### src/rtl/mmio_controller_if.sv
// mmio_controller_if
//   Data-memory bus between the processor/wrapper side and the MMIO controller.
//   master : processor side (drives address/store data/enable, forwards RAM read data)
//   slave  : controller side (returns load data, gates the RAM write enable)
//   mem_addr  32  processor data address
//   mem_wdata 32  processor store data
//   mem_wren  1   processor store enable
//   ram_rdata 32  RAM read data
//   ram_wren  1   RAM write enable (suppressed inside the I/O window)
//   mem_rdata 32  load data back to the processor
interface mmio_controller_if;
  logic [31:0] mem_addr;
  logic [31:0] mem_wdata;
  logic        mem_wren;
  logic [31:0] ram_rdata;
  logic        ram_wren;
  logic [31:0] mem_rdata;

  modport master (output mem_addr, mem_wdata, mem_wren, ram_rdata,
                  input  ram_wren, mem_rdata);
  modport slave  (input  mem_addr, mem_wdata, mem_wren, ram_rdata,
                  output ram_wren, mem_rdata);
endinterface

### src/rtl/mmio_controller.sv
// mmio_controller
//   Memory-mapped I/O block sitting between the processor data port and RAM.
//   Decodes an 8-word I/O window at ADDR_BASE, blocks RAM writes inside it,
//   synchronises switches, debounces four buttons into sticky press events,
//   and owns the LED register and a free-running 32-bit LFSR.
// Ports
//   clock    system clock, all state on posedge
//   reset    asynchronous, active-high
//   bus      mmio_controller_if.slave (address/data/enables to/from processor and RAM)
//   btn_raw  {BTNU,BTNL,BTND,BTNR}, asynchronous
//   sw_raw   slide switches, asynchronous
//   led      LED register
//   irq      event interrupt
// Build option
//   MMIO_IRQ_EN : adds irq_mask (offset 5) and a registered irq output;
//                 when undefined irq is tied 0 and offset 5 reads 0.
// Register map (word offset inside window)
//   0 sw_sync (RO)  1 led (RW)  2 evt (W1C)  3 btn_stable (RO)
//   4 lfsr (RW)     5 irq_mask (RW, optional)  6,7 read 0
module mmio_controller #(
  parameter logic [31:0] ADDR_BASE       = 32'd4096,
  parameter int          DEBOUNCE_CYCLES = 400000,
  parameter int          CNT_W           = 19
) (
  input  logic                clock,
  input  logic                reset,
  mmio_controller_if.slave    bus,
  input  logic [3:0]          btn_raw,
  input  logic [15:0]         sw_raw,
  output logic [15:0]         led,
  output logic                irq
);
  localparam logic [CNT_W-1:0] DB_LAST = CNT_W'(DEBOUNCE_CYCLES - 1);

  logic [3:0]             btn_meta_q, btn_meta_d, btn_sync_q, btn_sync_d;
  logic [15:0]            sw_meta_q, sw_meta_d, sw_sync_q, sw_sync_d;
  logic [3:0]             stable_q, stable_d, evt_q, evt_d, evt_clr, rise;
  logic [3:0][CNT_W-1:0]  cnt_q, cnt_d;
  logic [15:0]            led_q, led_d;
  logic [31:0]            lfsr_q, lfsr_d;
  logic                   io_hit, io_wr;
  logic [2:0]             off;

  assign io_hit       = (bus.mem_addr[31:3] == ADDR_BASE[31:3]);
  assign off          = bus.mem_addr[2:0];
  assign io_wr        = bus.mem_wren & io_hit;
  assign bus.ram_wren = bus.mem_wren & ~io_hit;
  assign led          = led_q;

`ifdef MMIO_IRQ_EN
  logic [3:0] mask_q, mask_d;
  logic       irq_q, irq_d;
  assign irq = irq_q;
`else
  assign irq = 1'b0;
`endif

  always_comb begin
    btn_meta_d = btn_raw;
    btn_sync_d = btn_meta_q;
    sw_meta_d  = sw_raw;
    sw_sync_d  = sw_meta_q;
    led_d      = led_q;
    evt_clr    = 4'b0;
    lfsr_d     = {lfsr_q[30:0], lfsr_q[31] ^ lfsr_q[21] ^ lfsr_q[1] ^ lfsr_q[0]};
`ifdef MMIO_IRQ_EN
    mask_d     = mask_q;
`endif
    // Bus writes; a store to offset 4 replaces this cycle's LFSR advance.
    if (io_wr) begin
      case (off)
        3'd1: led_d   = bus.mem_wdata[15:0];
        3'd2: evt_clr = bus.mem_wdata[3:0];
        3'd4: lfsr_d  = (bus.mem_wdata == 32'h0) ? 32'h1 : bus.mem_wdata;
`ifdef MMIO_IRQ_EN
        3'd5: mask_d  = bus.mem_wdata[3:0];
`endif
        default: ;
      endcase
    end
    // Debounce: count while the synced input differs from the accepted
    // level; any return to the accepted level restarts the count.
    for (int i = 0; i < 4; i++) begin
      stable_d[i] = stable_q[i];
      cnt_d[i]    = '0;
      rise[i]     = 1'b0;
      if (btn_sync_q[i] != stable_q[i]) begin
        if (cnt_q[i] == DB_LAST) begin
          stable_d[i] = btn_sync_q[i];
          rise[i]     = btn_sync_q[i];
        end else begin
          cnt_d[i] = cnt_q[i] + CNT_W'(1);
        end
      end
    end
    // Set after clear so a press wins over a simultaneous W1C.
    evt_d = (evt_q & ~evt_clr) | rise;
`ifdef MMIO_IRQ_EN
    irq_d = |(evt_d & mask_q);
`endif
  end

  always_ff @(posedge clock or posedge reset) begin
    if (reset) begin
      btn_meta_q <= '0;
      btn_sync_q <= '0;
      sw_meta_q  <= '0;
      sw_sync_q  <= '0;
      stable_q   <= '0;
      cnt_q      <= '0;
      evt_q      <= '0;
      led_q      <= '0;
      lfsr_q     <= 32'h1;
`ifdef MMIO_IRQ_EN
      mask_q     <= '0;
      irq_q      <= 1'b0;
`endif
    end else begin
      btn_meta_q <= btn_meta_d;
      btn_sync_q <= btn_sync_d;
      sw_meta_q  <= sw_meta_d;
      sw_sync_q  <= sw_sync_d;
      stable_q   <= stable_d;
      cnt_q      <= cnt_d;
      evt_q      <= evt_d;
      led_q      <= led_d;
      lfsr_q     <= lfsr_d;
`ifdef MMIO_IRQ_EN
      mask_q     <= mask_d;
      irq_q      <= irq_d;
`endif
    end
  end

  always_comb begin
    bus.mem_rdata = bus.ram_rdata;
    if (io_hit) begin
      case (off)
        3'd0:    bus.mem_rdata = {16'b0, sw_sync_q};
        3'd1:    bus.mem_rdata = {16'b0, led_q};
        3'd2:    bus.mem_rdata = {28'b0, evt_q};
        3'd3:    bus.mem_rdata = {28'b0, stable_q};
        3'd4:    bus.mem_rdata = lfsr_q;
`ifdef MMIO_IRQ_EN
        3'd5:    bus.mem_rdata = {28'b0, mask_q};
`endif
        default: bus.mem_rdata = 32'h0;
      endcase
    end
  end
endmodule
### src/flat_wrapper.sv
// flat-port wrapper written by rule: the top's interface ports become plain ports
module mmio_controller_flat 
#(
  parameter logic [31:0] ADDR_BASE       = 32'd4096,
  parameter int          DEBOUNCE_CYCLES = 400000,
  parameter int          CNT_W           = 19
)
  (clock, reset, btn_raw, sw_raw, led, irq, bus_mem_addr, bus_mem_wdata, bus_mem_wren, bus_ram_rdata, bus_ram_wren, bus_mem_rdata);
  mmio_controller_if bus_i ();
  input  logic clock;
  input  logic reset;
  input  logic [3:0] btn_raw;
  input  logic [15:0] sw_raw;
  output logic [15:0] led;
  output logic irq;
  input wire logic [$bits(bus_i.mem_addr)-1:0] bus_mem_addr;
  input wire logic [$bits(bus_i.mem_wdata)-1:0] bus_mem_wdata;
  input wire logic [$bits(bus_i.mem_wren)-1:0] bus_mem_wren;
  input wire logic [$bits(bus_i.ram_rdata)-1:0] bus_ram_rdata;
  output wire logic [$bits(bus_i.ram_wren)-1:0] bus_ram_wren;
  output wire logic [$bits(bus_i.mem_rdata)-1:0] bus_mem_rdata;
  assign bus_i.mem_addr = bus_mem_addr;
  assign bus_i.mem_wdata = bus_mem_wdata;
  assign bus_i.mem_wren = bus_mem_wren;
  assign bus_i.ram_rdata = bus_ram_rdata;
  assign bus_ram_wren = bus_i.ram_wren;
  assign bus_mem_rdata = bus_i.mem_rdata;
  mmio_controller #(.ADDR_BASE(ADDR_BASE), .DEBOUNCE_CYCLES(DEBOUNCE_CYCLES), .CNT_W(CNT_W)) u_core (.clock(clock), .reset(reset), .bus(bus_i), .btn_raw(btn_raw), .sw_raw(sw_raw), .led(led), .irq(irq));
endmodule
### config.mk
export PLATFORM = sky130hd
export DESIGN_NAME = mmio_controller_flat
export DESIGN_NICKNAME = d
export VERILOG_FILES = /design/src/rtl/mmio_controller_if.sv /design/src/rtl/mmio_controller.sv /design/src/flat_wrapper.sv
export SDC_FILE = /design/constraint.sdc
export NUM_CORES = 1
export LEC_CHECK = 0
export ABC_CLOCK_PERIOD_IN_PS = 6700
export CORE_MARGIN = 1
export CORE_UTILIZATION = 30
export DETAILED_ROUTE_END_ITERATION = 16
export PLACE_DENSITY_LB_ADDON = 0.2
export SLEW_MARGIN = 20
export SYNTH_ARGS = -nofsm -noshare
export SYNTH_HDL_FRONTEND = slang
export SYNTH_SLANG_ARGS = --single-unit
### constraint.sdc
create_clock -name clock -period 6.7 [get_ports clock]
set_input_delay 1.005 -clock clock [delete_from_list [all_inputs] [get_ports clock]]
set_output_delay 1.005 -clock clock [all_outputs]
set_load 0.01 [all_outputs]
Word-level counts from Yosys, hierarchy flattened
Index checks and enable logic that the tools add are counted.
{ "op_classes": {"addsub": 4, "n_mul": 0, "n_div": 0, "magnitude_cmp": 0, "eq_ne": 13, "shift": 0, "mux": 23, "bitwise_logic": 9, "reduce_logical": 7} }
{ "ops": {"columns": ["operator", "count"], "rows": [
  ["one-hot mux 32 bit (5 select lines)", 1],
  ["2-to-1 mux 19 bit", 8],
  ["2-to-1 mux 32 bit", 4],
  ["adder 19 x 1 -> 19 bit, second input constant", 4],
  ["equality test 19 bit, second input constant", 4],
  ["logical NOT 32 bit", 1],
  ["equality test 29 x 10 -> 1 bit, second input constant", 1],
  ["AND reduction 2 bit", 5],
  ["2-to-1 mux 1 bit", 8],
  ["2-to-1 mux 4 bit", 2],
  ["equality test 3 x 2 -> 1 bit, second input constant", 2],
  ["bitwise AND 4 bit", 1],
  ["inequality test 1 bit", 4],
  ["inverter 4 bit", 1],
  ["bitwise OR 4 bit", 1],
  ["equality test 3 x 1 -> 1 bit, second input constant", 1],
  ["equality test 3 bit, second input constant", 1],
  ["logical NOT 3 bit", 1],
  ["XOR 1 bit", 3],
  ["bitwise AND 1 bit", 2],
  ["inverter 1 bit", 1]
]} }
{ "totals": {"ff_bits": 172, "latchBits": 0, "ram_bits": 0, "rom_bits": 0, "input_bits": 119, "memories": 0} }

Logic depth before layout (Yosys ltp)
{ "logic_depth": {"depth_word": 6, "depth_mapped": 7, "mapped_depth_nobuf": 5} }

Worst setup path after synthesis
Ideal clock, no wire load.
{ "synth_path": {"path_kind": "input -> output", "from": "input port bus_mem_addr[19]", "to": "output port bus_mem_rdata[10]", "arrival_ns": 2.443, "slack_ns": 3.252, "stages": 6, "path_cell_list": "nor4_1 nand4_1 buf_2 nor2_4 buf_4 mux2_2"} }
{ "synth_via": {"elab_chain_cells": 2} }
{ "synth_rtl": {"columns": ["element", "line_no", "text"], "rows": [
  ["from (decl)", "flat_wrapper.sv:16", "input wire logic [$bits(bus_i.mem_addr)-1:0] bus_mem_addr;"],
  ["equality test 29 x 10 -> 1 bit", "mmio_controller.sv:44", "assign io_hit = (bus.mem_addr[31:3] == ADDR_BASE[31:3]);"],
  ["2-to-1 mux 32 bit", "mmio_controller.sv:137", "if (io_hit) begin"],
  ["to (decl)", "flat_wrapper.sv:21", "output wire logic [$bits(bus_i.mem_rdata)-1:0] bus_mem_rdata;"]
]} }
Every way passes these cells.

Worst setup path in the final report
{ "layout_path": {"from": "input port bus_mem_addr[0]", "to": "output port bus_mem_rdata[15]"} }
{ "layout_via": {"elab_chain_cells": 3, "word_cells_on_any_way": 7} }
{ "layout_rtl": {"columns": ["element", "line_no", "text"], "rows": [
  ["equality test 3 bit (tied with other cells)", "mmio_controller.sv:138", "case (off)"],
  ["one-hot mux 32 bit (5 select lines) *", "mmio_controller.sv:138", null],
  ["2-to-1 mux 32 bit *", "mmio_controller.sv:137", null]
]} }
Mark *: on every way between the ends. The rest lies on a longest branch, timed or not.

==> impl_metrics.tcl <==
set metrics [dict create \
    grt.overflow.total 0 \
    ctsHoldBuffers 0 \
    crit_arrival_ns 3.77 \
    fill_cells 2638 \
    status "completed" \
    diodes 0 \
    initial_core_util 0.306 \
    first_pass_iters 4 \
    postCtsSetupBuffers 0 \
    seq_power_share 0.482 \
    die_area_sq_um 28300 \
    routed_via_density 4.97 \
    grt_pass1_vias 6296 \
    skew_ns 0.0163 \
    worst_path_largest_cell_delay_ns 0.68 \
    drive_gt1_frac 0.136 \
    io_buffers 167 \
    grt_pass1_wl_microns 33800 \
    ant_nets 0 \
    mappedNetlistArea_sq_um 8280 \
    antenna_found_initial 0 \
    ys.flop_type "dfrtp_1" \
    netSwitchingPower_uw 536 \
    cts_tree "yes" \
    rows 60 \
    hpwl_microns 15500 \
    p_int_uw 1750 \
    ys_seq_elements 172 \
    fin_crit_sh 0.712 \
    clk_pin_slew_worst_paths_ns 0.06 \
    cts.path.max_buffers 2 \
    nNetsFinal 1044 \
    die_w_microns 168 \
    fin_tns_setup_ns 0 \
    ios 169 \
    htreeDepth 4 \
    grt_max_degree 66 \
    async_reset_ff_frac 1.00 \
    die_h_microns 168 \
    routed_wl_microns 21400 \
    yosysWarnings 0 \
    worstPathRequired_ns 5.69 \
    synth.distinct_cells 49 \
    power_frac_clock 0.422 \
    avgSynthCellArea_sq_um 10.9 \
    slew_headroom 0.350 \
    gp_congestion 0.778 \
    max-cap-violations 0 \
    max_freq_ghz 0.210 \
    power_density_nw_per_um2 211 \
    rsz0062_at_grt "false" \
    core_sq_um 27000 \
    path_cells "clkdlybuf4s50_1 > buf_4 > nor2b_1 > nand2_1 > a21oi_1 > mux2_2 > clkdlybuf4s50_1" \
    synth_edf_count 0 \
    hold_path.class "reg2reg" \
    clock-root-buffer "clkbuf_16" \
    report.final.slew_viol_count 0 \
    switching_share 0.234 \
    clkSinkCount 172 \
    crit_top_cell "clkdlybuf4s50_1" \
    finalCriticalPeriod_ns 4.77 \
    route.layer.met1.wl_microns 9970 \
    synth_seq_area_share 0.520 \
    cts_resized 0 \
    cts_made_buffers 17 \
    vias 6343 \
    vdd_drop_max_uv 166 \
    pwr-share-comb 0.096 \
    hold_ws_ns 0.348 \
    hold_path_depth 0 \
    drc 0 \
    syn_to_final_growth_pct 31.1 \
    hold_violations 0 \
    wl_met3_microns 1050 \
    worst_path_max_delay_cell "clkdlybuf4s50_1" \
    top_layer "met4" \
    r2r_cells 5 \
    clock_latency_ns 0.43 \
    crit_type "in2out" \
    start_kind "input port" \
    tightest_slew_ns 0.967 \
    synthCells 759 \
    detail_route.wl_per_cell_microns 16.8 \
    wl_met2_microns 10200 \
    p_leak_uw 0.00437 \
    grt_usage 0.154 \
    synth_fp_nets 882 \
    first_iter_violations 304 \
    setup_viol 0 \
    worst-path-max-fanout 14 \
    cp-end-kind "primary output" \
]
stage by stage:
step                      cells  total power (uW)  instance area [sq um]  setup WS, ns  utilization
after CTS                  1275              2320                  10900          1.93        0.402
after global routing       1275              2390                  10900          1.72        0.402
final                      1275              2290                  10900          1.93        0.402
after detailed placement   1243              1350                  10300          1.95        0.380
after floorplan             759              1210                   8280          1.04            -
after global placement     1243              1340                  10300          1.94        0.380
layout make-up:
cell class | instances | area [sq um] | area share
sequential | 172 | 4310 | 0.397
timing repair buffer | 177 | 1750 | 0.161
tap | 341 | 427 | 0.0393
clock inverter | 10 | 104 | 0.00957
clock buffer | 22 | 474 | 0.0437
multi-input combinational | 547 | 3770 | 0.347
inverter | 6 | 27.5 | 0.00254
layer usage:
metal / global-route usage / vias to the layer above
met5: 0 / -
met4: 0.0443 / 0
met3: 0.0322 / 14
met2: 0.255 / 164
met1: 0.202 / 3076
li1: - / 3089
synth_stat cells (all sizes together) (16+ instances only):
library cell | n | area (sq um)
nand3 | 31 | 155
dfrtp | 171 | 4280
or4 | 16 | 120
nand4 | 23 | 150
o21ai | 32 | 160
a21oi | 36 | 180
xor2 | 21 | 184
nor2 | 53 | 206
o31ai | 31 | 233
mux2 | 68 | 766
mux2i | 20 | 200
buf | 20 | 135
nand2 | 62 | 233
xnor2 | 28 | 245
nor4 | 16 | 100
cell usage in the layout (no fill, tap or decap), types with 6 or more instances in the layout:
master / n
nor2_1: 52
nor4bb_1: 6
clkdlybuf4s50_1: 167
xnor2_1: 28
a21oi_1: 36
buf_4: 10
o21ai_0: 32
mux2_1: 10
nor3_1: 13
or2_2: 15
dfrtp_1: 171
or3_1: 12
or4_1: 16
and3_1: 11
clkbuf_16: 17
nand2_1: 62
nand4_1: 22
and4_1: 9
xor2_1: 21
mux2i_1: 20
mux2_2: 58
nand3_1: 31
o31ai_1: 31
nor4_1: 16
flip-flops by register name, summed over array words and instances (netlist names):
register,cells
u_core.evt_q,4
u_core.cnt_q,76
u_core.btn_meta_q,4
u_core.lfsr_q,32
u_core.led,16
u_core.sw_sync_q,16
u_core.btn_sync_q,4
u_core.sw_meta_q,16
u_core.stable_q,4
power by group through the flow:
stage / combinational, uW / sequential, uW / clock, uW
global route: 241 / 1110 / 1040
detailed placement: 222 / 1120 / 0
CTS: 223 / 1100 / 996
global placement: 221 / 1120 / 0
finish: 219 / 1100 / 966
floorplan: 101 / 1110 / 0
worst max-delay path: cells and delay by family:
kind,cells,cell delay [ns]
AO/OA/AOI/OAI,1,0.22
buffers and inverters,3,1.55
multiplexers,1,0.18
AND/OR/NAND/NOR,2,0.79
logic make-up (layout without fill, tap and decap cells):
logic type	after synthesis	after routing	synth area share
adder cells (fa/ha/maj)	4	4	0.00605
other	1	1	0.000453
flip-flops	172	172	0.520
buffers and inverters	40	215	0.0254
multiplexers	88	88	0.117
XOR/XNOR	49	49	0.0518
AND/OR/NAND/NOR	288	288	0.193
AO/OA/AOI/OAI	117	117	0.0870
path summary, 6_finish.rpt:
path / start / to / slack [ns]
worst max-delay path: bus_mem_addr[0] / bus_mem_rdata[15] / 1.93
worst min-delay path: u_core.sw_meta_q[7] / u_core.sw_sync_q[7] / 0.35
worst max register to register: u_core.cnt_q[57] / u_core.cnt_q[67] / 4.53
worst min register to register: u_core.sw_meta_q[7] / u_core.sw_sync_q[7] / 0.35
min in group asynchronous: reset / u_core.cnt_q[54] / 1.05
max in group asynchronous: reset / u_core.evt_q[0] / 4.44
(Power assumes the default switching activity.)
